File: config.mk
export PLATFORM = sky130hd
export DESIGN_NAME = dadda_product_accumulator_flat
export DESIGN_NICKNAME = d
export VERILOG_FILES = /design/src/rtl/dadda_product_accumulator_pkg.sv /design/src/rtl/dadda_product_accumulator_if.sv /design/src/rtl/dadda_product_accumulator_adder.sv /design/src/rtl/dadda_product_accumulator.sv /design/src/flat_wrapper.sv
export SDC_FILE = /design/constraint.sdc
export NUM_CORES = 1
export LEC_CHECK = 0
export ABC_AREA = 1
export CAP_MARGIN = 25
export CORE_MARGIN = 8
export CORE_UTILIZATION = 45
export CTS_CLUSTER_SIZE = 10
export DETAILED_ROUTE_END_ITERATION = 7
export GPL_ROUTABILITY_DRIVEN = 0
export PLACE_DENSITY = 0.79
export REMOVE_ABC_BUFFERS = 1
export SETUP_SLACK_MARGIN = 0.05
export SYNTH_ARGS = -nofsm -noshare
export SYNTH_HDL_FRONTEND = slang
export SYNTH_SLANG_ARGS = --single-unit
File: constraint.sdc
create_clock -name clk -period 12.4 [get_ports clk]
set_input_delay 3.72 -clock clk [delete_from_list [all_inputs] [get_ports clk]]
set_output_delay 3.72 -clock clk [all_outputs]
set_load 0.03 [all_outputs]
File: src/rtl/dadda_product_accumulator_pkg.sv
// Shared types and default widths for the Dadda product accumulator.
// Optional feature macro: DADDA_ACC_SAT_EN (saturating accumulation).
package dadda_acc_pkg;

  localparam int DADDA_PROD_W = 32;
  localparam int DADDA_ACC_W  = 40;
  localparam int DADDA_CNT_W  = 16;

  typedef enum logic [1:0] {
    IDLE  = 2'd0,
    ACCUM = 2'd1,
    HOLD  = 2'd2
  } acc_state_t;

endpackage

File: src/rtl/dadda_product_accumulator_if.sv
// Product-in / frame-result-out handshake bundle for the Dadda product accumulator.
// Optional feature macro: DADDA_ACC_SAT_EN (does not change this interface).
interface dadda_product_accumulator_if #(
  parameter int PROD_W = 32,
  parameter int ACC_W  = 40,
  parameter int CNT_W  = 16
);

  logic              in_valid;
  logic              in_ready;
  logic [PROD_W-1:0] in_prod;
  logic              in_last;
  logic              out_valid;
  logic              out_ready;
  logic [ACC_W-1:0]  out_acc;
  logic [CNT_W-1:0]  out_count;
  logic              out_ovf;

  // Upstream product source and downstream result sink.
  modport master (
    output in_valid, in_prod, in_last, out_ready,
    input  in_ready, out_valid, out_acc, out_count, out_ovf
  );

  // The accumulator itself.
  modport slave (
    input  in_valid, in_prod, in_last, out_ready,
    output in_ready, out_valid, out_acc, out_count, out_ovf
  );

endinterface

File: src/rtl/dadda_product_accumulator_adder.sv
// Combinational accumulator + zero-extended product adder with carry-out.
// Optional feature macro: DADDA_ACC_SAT_EN clamps the sum to all-ones on carry;
// otherwise the sum wraps modulo 2^ACC_W.
module dadda_acc_adder #(
  parameter int PROD_W = 32,
  parameter int ACC_W  = 40
) (
  input  logic [ACC_W-1:0]  i_acc,
  input  logic [PROD_W-1:0] i_prod,
  output logic [ACC_W-1:0]  o_sum,
  output logic              o_carry
);

  logic [ACC_W:0] w_full;

  // Full-width sum; the extra top bit is the carry out of bit ACC_W-1.
  always_comb begin
    w_full  = {1'b0, i_acc} + {{(ACC_W + 1 - PROD_W){1'b0}}, i_prod};
    o_carry = w_full[ACC_W];
`ifdef DADDA_ACC_SAT_EN
    // Once clamped, any further non-zero product carries again, so the
    // accumulator stays pinned at all-ones for the rest of the frame.
    if (w_full[ACC_W]) begin
      o_sum = {ACC_W{1'b1}};
    end else begin
      o_sum = w_full[ACC_W-1:0];
    end
`else
    o_sum = w_full[ACC_W-1:0];
`endif
  end

endmodule

File: src/rtl/dadda_product_accumulator.sv
// Streaming frame accumulator for 16x16 Dadda multiplier products.
// Sums a frame of products, then presents sum/count/overflow on a registered
// output handshake. Optional feature macro: DADDA_ACC_SAT_EN (saturate
// instead of wrap on overflow).
module dadda_product_accumulator
  import dadda_acc_pkg::*;
#(
  parameter int PROD_W = DADDA_PROD_W,
  parameter int ACC_W  = DADDA_ACC_W,
  parameter int CNT_W  = DADDA_CNT_W
) (
  input  logic                         clk,
  input  logic                         rst,
  dadda_product_accumulator_if.slave   bus
);

  acc_state_t       r_state;
  acc_state_t       w_state_nxt;
  logic             r_in_ready;
  logic             r_out_valid;
  logic [ACC_W-1:0] r_acc;
  logic [CNT_W-1:0] r_cnt;
  logic             r_ovf;
  logic [ACC_W-1:0] r_out_acc;
  logic [CNT_W-1:0] r_out_count;
  logic             r_out_ovf;

  logic             w_beat;
  logic             w_res;
  logic [ACC_W-1:0] w_sum;
  logic             w_carry;
  logic [CNT_W-1:0] w_cnt_inc;

  assign w_beat = bus.in_valid && r_in_ready;
  assign w_res  = r_out_valid && bus.out_ready;

  dadda_acc_adder #(
    .PROD_W (PROD_W),
    .ACC_W  (ACC_W)
  ) u_adder (
    .i_acc   (r_acc),
    .i_prod  (bus.in_prod),
    .o_sum   (w_sum),
    .o_carry (w_carry)
  );

  // Beat counter increment that sticks at all-ones instead of wrapping.
  always_comb begin
    if (r_cnt == {CNT_W{1'b1}}) begin
      w_cnt_inc = r_cnt;
    end else begin
      w_cnt_inc = r_cnt + {{(CNT_W-1){1'b0}}, 1'b1};
    end
  end

  // Next-state logic for the IDLE/ACCUM/HOLD frame FSM.
  always_comb begin
    w_state_nxt = r_state;
    case (r_state)
      IDLE, ACCUM: begin
        if (w_beat) begin
          if (bus.in_last) begin
            w_state_nxt = HOLD;
          end else begin
            w_state_nxt = ACCUM;
          end
        end else begin
          w_state_nxt = r_state;
        end
      end
      HOLD: begin
        if (w_res) begin
          w_state_nxt = IDLE;
        end else begin
          w_state_nxt = HOLD;
        end
      end
      default: w_state_nxt = IDLE;
    endcase
  end

  // State register plus handshake flags decoded from the next state, so
  // in_ready never depends combinationally on out_ready.
  always_ff @(posedge clk or posedge rst) begin
    if (rst) begin
      r_state     <= IDLE;
      r_in_ready  <= 1'b0;
      r_out_valid <= 1'b0;
    end else begin
      r_state     <= w_state_nxt;
      r_in_ready  <= (w_state_nxt != HOLD);
      r_out_valid <= (w_state_nxt == HOLD);
    end
  end

  // Running accumulator, beat counter and sticky overflow for the open frame.
  always_ff @(posedge clk or posedge rst) begin
    if (rst) begin
      r_acc <= {ACC_W{1'b0}};
      r_cnt <= {CNT_W{1'b0}};
      r_ovf <= 1'b0;
    end else if (w_res) begin
      r_acc <= {ACC_W{1'b0}};
      r_cnt <= {CNT_W{1'b0}};
      r_ovf <= 1'b0;
    end else if (w_beat) begin
      r_acc <= w_sum;
      r_cnt <= w_cnt_inc;
      r_ovf <= r_ovf | w_carry;
    end else begin
      r_acc <= r_acc;
      r_cnt <= r_cnt;
      r_ovf <= r_ovf;
    end
  end

  // Result registers: loaded only with the final beat, frozen through HOLD.
  always_ff @(posedge clk or posedge rst) begin
    if (rst) begin
      r_out_acc   <= {ACC_W{1'b0}};
      r_out_count <= {CNT_W{1'b0}};
      r_out_ovf   <= 1'b0;
    end else if (w_beat && bus.in_last) begin
      r_out_acc   <= w_sum;
      r_out_count <= w_cnt_inc;
      r_out_ovf   <= r_ovf | w_carry;
    end else begin
      r_out_acc   <= r_out_acc;
      r_out_count <= r_out_count;
      r_out_ovf   <= r_out_ovf;
    end
  end

  assign bus.in_ready  = r_in_ready;
  assign bus.out_valid = r_out_valid;
  assign bus.out_acc   = r_out_acc;
  assign bus.out_count = r_out_count;
  assign bus.out_ovf   = r_out_ovf;

endmodule

File: src/flat_wrapper.sv
// flat-port wrapper written by rule: the top's interface ports become plain ports
module dadda_product_accumulator_flat import dadda_acc_pkg::*;
#(
  parameter int PROD_W = DADDA_PROD_W,
  parameter int ACC_W  = DADDA_ACC_W,
  parameter int CNT_W  = DADDA_CNT_W
)
  (clk, rst, bus_in_valid, bus_in_prod, bus_in_last, bus_out_ready, bus_in_ready, bus_out_valid, bus_out_acc, bus_out_count, bus_out_ovf);
  dadda_product_accumulator_if #(.PROD_W(PROD_W), .ACC_W(ACC_W), .CNT_W(CNT_W)) bus_i ();
  input  logic clk;
  input  logic rst;
  input wire logic [$bits(bus_i.in_valid)-1:0] bus_in_valid;
  input wire logic [$bits(bus_i.in_prod)-1:0] bus_in_prod;
  input wire logic [$bits(bus_i.in_last)-1:0] bus_in_last;
  input wire logic [$bits(bus_i.out_ready)-1:0] bus_out_ready;
  output wire logic [$bits(bus_i.in_ready)-1:0] bus_in_ready;
  output wire logic [$bits(bus_i.out_valid)-1:0] bus_out_valid;
  output wire logic [$bits(bus_i.out_acc)-1:0] bus_out_acc;
  output wire logic [$bits(bus_i.out_count)-1:0] bus_out_count;
  output wire logic [$bits(bus_i.out_ovf)-1:0] bus_out_ovf;
  assign bus_i.in_valid = bus_in_valid;
  assign bus_i.in_prod = bus_in_prod;
  assign bus_i.in_last = bus_in_last;
  assign bus_i.out_ready = bus_out_ready;
  assign bus_in_ready = bus_i.in_ready;
  assign bus_out_valid = bus_i.out_valid;
  assign bus_out_acc = bus_i.out_acc;
  assign bus_out_count = bus_i.out_count;
  assign bus_out_ovf = bus_i.out_ovf;
  dadda_product_accumulator #(.PROD_W(PROD_W), .ACC_W(ACC_W), .CNT_W(CNT_W)) u_core (.clk(clk), .rst(rst), .bus(bus_i));
endmodule
==> Word level (Yosys, flattened, before mapping) <==
Cells that the tools add are included.
{ "totals": {"reg_bits": 118, "inputBits": 37, "output_inout_bits": 59, "word_cells": 34} }
{ "classes": {"addsub": 2, "n_eq_ne": 5, "n_mux": 11, "bitwise": 1, "n_reduce_logical": 6} }
{ "ops": {"columns": ["operator", "n"], "rows": [
  ["$mux 40", 2],
  ["$mux 16", 3],
  ["$add 40x32->41", 1],
  ["$add 16x1->16 const B", 1],
  ["$eq 16x16->1 const B", 1],
  ["$mux 2", 3],
  ["$eq 2x2->1 const B", 2],
  ["$pmux 2 s2", 1],
  ["$logic_and 1x1->1", 3],
  ["$eq 2x1->1 const B", 1],
  ["$logic_not 2->1", 1],
  ["$mux 1", 2],
  ["$ne 2x2->1 const B", 1],
  ["$reduce_bool 2->1", 1],
  ["$reduce_or 2->1", 1],
  ["$or 1x1->1", 1]
]} }

==> Logic depth before layout (Yosys ltp) <==
{ "depth": {"ltp_word": 4, "depth_mapped": 15, "ltp_nobuf": 15} }

==> Cells and area by module <==
From an unflattened synthesis, not the netlist that was laid out.
{ "hier_totals": {"hier_cells": 1140, "area_unflattened_um2": 7712.4} }
{ "by_module_without_submodules": {"columns": ["module", "n_inst", "cells_per_inst", "area_per_inst_um2", "seq_area_each_um2"], "rows": [
  ["dadda_product_accumulator", 1, 556, 4913.5, 2952.8],
  ["dadda_acc_adder", 1, 584, 2798.9, 0.0]
]} }

==> Worst setup path before layout <==
Ideal clock, no wire load.
{ "synth_timing": {"kind": "input to register", "startpoint": "in bus_in_prod[0]", "endpoint": "reg u_core.r_out_ovf (netlist: u_core.bus.out_ovf)", "setup_ps": 117, "t_arrival_ps": 5185, "required_time_ps": 12283, "slack_ps": 7099, "stages": 14, "path_buffers": 0, "path_cell_list": "ha_1 fa_1 nand3_1 nand3_1 nand2_1 nand2_1 nand2_1 nand2_2 nand2_1 nand2_1 nand2_1 nand2_1 nand2_1 nand2_1"} }
{ "synth_via": {"elab_chain_len": 2} }
{ "synth_rtl": {"columns": ["item", "line", "rtl"], "rows": [
  ["start, declared", "flat_wrapper.sv:13", "input wire logic [$bits(bus_i.in_prod)-1:0] bus_in_prod;"],
  ["$add 40x32->41", "dadda_product_accumulator_adder.sv:18", "w_full = {1'b0, i_acc} + {{(ACC_W + 1 - PROD_W){1'b0}}, i_prod};"],
  ["$or 1x1->1", "dadda_product_accumulator.sv:126", "r_out_ovf <= r_ovf | w_carry;"],
  ["end signal, assigned", "dadda_product_accumulator.sv:126", null],
  ["end signal, assigned", "dadda_product_accumulator.sv:130", "r_out_ovf <= r_out_ovf;"],
  ["end, declared", "dadda_product_accumulator.sv:26", "logic r_out_ovf;"]
]} }
No other way between the ends.
A chain may end at the register's enable or synchronous reset.

==> Worst setup path after layout <==
{ "layout_timing": {"startpoint": "in bus_in_valid", "endpoint": "reg u_core.r_out_valid (netlist: u_core.bus.out_valid)"} }
{ "layout_via": {"elab_chain_len": 4} }
{ "layout_rtl": {"columns": ["item", "line", "rtl"], "rows": [
  ["start, declared", "flat_wrapper.sv:12", "input wire logic [$bits(bus_i.in_valid)-1:0] bus_in_valid;"],
  ["$logic_and 1x1->1", "dadda_product_accumulator.sv:34", "assign w_beat = bus.in_valid && r_in_ready;"],
  ["$mux 2", "dadda_product_accumulator.sv:61", "if (w_beat) begin"],
  ["$pmux 2 s2", "dadda_product_accumulator.sv:59", "case (r_state)"],
  ["$eq 2x2->1", "dadda_product_accumulator.sv:92", "r_out_valid <= (w_state_nxt == HOLD);"],
  ["end signal, assigned", "dadda_product_accumulator.sv:92", null],
  ["end, declared", "dadda_product_accumulator.sv:20", "logic r_out_valid;"]
]} }
No other way between the ends.

==> results_dict.tcl <==
set metrics [dict create \
    total_inserted_antenna_cells 0 \
    drv_slew 0 \
    run_status "finished clean" \
    ff2ff_path_depth 8 \
    critical_path_class "primary input to flip-flop" \
    clock_skew_ns 0.00997 \
    finalWirelength_um 19700 \
    start_kind "primary input" \
    hold-path-endpoint "u_core.bus.out_count[5]" \
    synthDistinctLibCells 36 \
    area.growth.synth_to_final_pct 23.8 \
    clockPowerShare_pct 26.9 \
    floorplan.die.width_um 145 \
    critical_path.max_fanout 79 \
    final_hold_viol_count 0 \
    synth_ff_type "sky130_fd_sc_hd__dfrtp_1" \
    number_of_storage_elements_in_the_synthesis_netlist 118 \
    worstHoldPathType "flip-flop to flip-flop" \
    timing.rr.end "u_core.bus.out_valid" \
    nets 1260 \
    drt_first_iter_violations 556 \
    gr-total-overflow 0 \
    cts_hold_buffers 0 \
    number_of_violations_of_the_max_capacitance_limit 0 \
    drt_pre_antenna_iters 6 \
    numCtsBuffers 17 \
    total_switching_power_w 0.000875 \
    share_seq_of_total_power_pct 27.3 \
    netlist.area_leader.share_pct 39.3 \
    die_area_um2 21100 \
    avgSynthCellArea_um2 6.86 \
    via_per_inst 5.02 \
    netlist_top_cells_count "sky130_fd_sc_hd__nand2_1 (450), sky130_fd_sc_hd__inv_1 (129), sky130_fd_sc_hd__dfrtp_1 (118)" \
    finalSetupViolCount 0 \
    portBuffers 95 \
    power-per-cell-area_nw_per_um2 224 \
    cpMaxStageDelayCell "sky130_fd_sc_hd__buf_4" \
    cts-root-to-sink-buffers 2 \
    place_inst 1390 \
    intPower_w 0.00121 \
    yosys-top-cells-area "sky130_fd_sc_hd__dfrtp_1 (39%), sky130_fd_sc_hd__nand2_1 (22%), sky130_fd_sc_hd__inv_1 (6.4%), sky130_fd_sc_hd__nand3_1 (5.6%), sky130_fd_sc_hd__ha_1 (5.5%)" \
    switching_part_of_the_total_pct 41.9 \
    path_clk_slew_ns 0.05 \
    final_worst_path_period_need_ns 5.82 \
    synth_most_common_cell "sky130_fd_sc_hd__nand2_1" \
    yosysWarningCount 0 \
    synthArstFlopShare_pct 100 \
    initial_core_util_pct 45.6 \
    slew_headroom_pct 36.4 \
    drc 0 \
    grt_setup_unrepaired "false" \
    grt_antenna_before_repair 0 \
    antenna_violating_nets_post_route 0 \
    crit-reg2reg-launch "u_core.bus.in_ready" \
    cts.sinks 118 \
    regToRegSetupSlack_ns 9.90 \
    worst_slew_pin_slew_ns 0.952 \
    cts_tree "built" \
    io-pin-count 96 \
    clock_tree.root_cell "sky130_fd_sc_hd__clkbuf_16" \
    routedWlPerCell_um 13.9 \
    startpoint_of_the_tightest_hold_check_path "u_core.bus.out_count[5]" \
    timing.critical_path.slowest_cell_delay_ns 0.60 \
    place.detailed.hpwl_um 14300 \
    synthesis.instances 1095 \
    whs_path_depth 2 \
    track_usage_pct 18.9 \
    grt_pass1_wl_um 33200 \
    power_share_of_the_combinational_group_pct 45.8 \
    critPathCaptureType "flip-flop" \
    route.vias.total 7137 \
    core_region_area_um2 16500 \
    cts_setup_buffers 0 \
    htree_num_levels 4 \
    clk-insertion-delay-late_ns 0.43 \
    crit_arrival_ns 6.13 \
    path_cells "clkdlybuf4s50_1 > nand2_1 > inv_1 > nand2_2 > buf_4 > inv_2 > or2_2 > nand2_1 > inv_1" \
    number_of_synthesized_flops_with_an_enable_pin 0 \
    power_leakage_nw 4.82 \
    first_global_vias 6969 \
    fmax_ghz 0.172 \
    placementRows 47 \
    fin_crit_sh_pct 47.0 \
    timing.setup.tns_ns 0 \
    layoutNonFillerInstCount 1421 \
    mappedNetlistArea_um2 7520 \
    synth_largest_area_cell "sky130_fd_sc_hd__dfrtp_1" \
    die_h_um 145 \
    final_layout_size_suffix_gt1_share_pct 5.41 \
    post_cts_resize_count 0 \
    vdd.ir_drop.worst_v 0.000110 \
    worstPathRequired_ns 12.71 \
    synth-seq-area-share_pct 39.3 \
    grt_max_degree 80 \
]
-- power by group through the flow --
stage | registers, W | clock network, W | logic, W
after detailed placement | 0.000575 | 0 | 0.000946
after CTS | 0.000570 | 0.000569 | 0.000955
after floorplan | 0.000677 | 0 | 0.000533
final | 0.000570 | 0.000561 | 0.000956
after global placement | 0.000572 | 0 | 0.000928
after global routing | 0.000584 | 0.000585 | 0.00106
-- critical path: cells and delay by family --
family	cells	cell delay, ns
buffers and inverters	5	1.63
and+or+nand+nor	4	0.76
-- cell type report --
type,instances,area (µm²)
Clock inverter,12,226
Multi-Input combinational cell,816,3920
Timing Repair Buffer,97,966
Fill cell,1511,7160
Clock buffer,19,443
Tap cell,220,275
Sequential cell,118,2950
Inverter,139,524
-- how the worst max path moves through the flow --
stage	start	to
2_1_floorplan	rst	u_core.bus.in_ready
3_5_place_dp	bus_in_valid	u_core.bus.out_valid
5_1_grt	bus_in_valid	u_core.r_state[1]
3_3_place_gp	bus_in_valid	u_core.bus.out_valid
4_1_cts	bus_in_valid	u_core.bus.out_valid
6_report	bus_in_valid	u_core.bus.out_valid
-- flip-flops by register name (all words and copies together) (netlist names) --
register,count
u_core.bus.out_ovf,1
u_core.r_state,2
u_core.bus.in_ready,1
u_core.bus.out_valid,1
u_core.bus.out_count,16
u_core.bus.out_acc,40
u_core.r_acc,40
u_core.r_ovf,1
u_core.r_cnt,16
-- cells by family (layout without fill, tap and decap cells) --
kind of cell    Yosys count  count (layout)  share of synthesized area (%)
buf+inv                 161             267                           8.59
fa+ha+maj                34              34                           5.76
xor+xnor                 22              22                           2.56
flops                   118             118                           39.3
compound gates           99              99                           6.81
simple gates            661             661                           37.0
-- metrics by stage --
| step | setup slack [ns] | utilization (%) | hold WS (ns) | power (W) | area, µm² |
|---|---|---|---|---|---|
| 4_1_cts | 6.55 | 56.5 | 0.481 | 0.00209 | 9310 |
| 3_3_place_gp | 6.17 | 52.5 | 0.465 | 0.00150 | 8640 |
| 3_5_place_dp | 6.13 | 52.5 | 0.466 | 0.00152 | 8640 |
| 2_1_floorplan | 5.55 | - | 0.453 | 0.00121 | 7390 |
| 6_report | 6.58 | 56.5 | 0.476 | 0.00209 | 9310 |
| 5_1_grt | 6.34 | 56.5 | 0.506 | 0.00223 | 9310 |
-- cells in the final DEF, fill, tap and decap left out, types with 16 or more instances in the layout --
master,instances
sky130_fd_sc_hd__inv_1,128
sky130_fd_sc_hd__dfrtp_1,118
sky130_fd_sc_hd__o21ai_0,45
sky130_fd_sc_hd__clkdlybuf4s50_1,95
sky130_fd_sc_hd__o21ai_1,20
sky130_fd_sc_hd__clkbuf_16,17
sky130_fd_sc_hd__nand3_1,84
sky130_fd_sc_hd__nor2_1,73
sky130_fd_sc_hd__ha_1,33
sky130_fd_sc_hd__a21oi_1,28
sky130_fd_sc_hd__nand2_1,449
sky130_fd_sc_hd__xnor2_1,16
-- per-layer routing --
layer	up-vias	track usage (%)	wire, µm
met1	3286	23.8	8960
met4	0	6.72	370
met5	-	0	0
met2	194	31.2	9290
li1	3629	-	-
met3	28	4.60	1120
No activity file was read; power rests on OpenSTA's default activity.
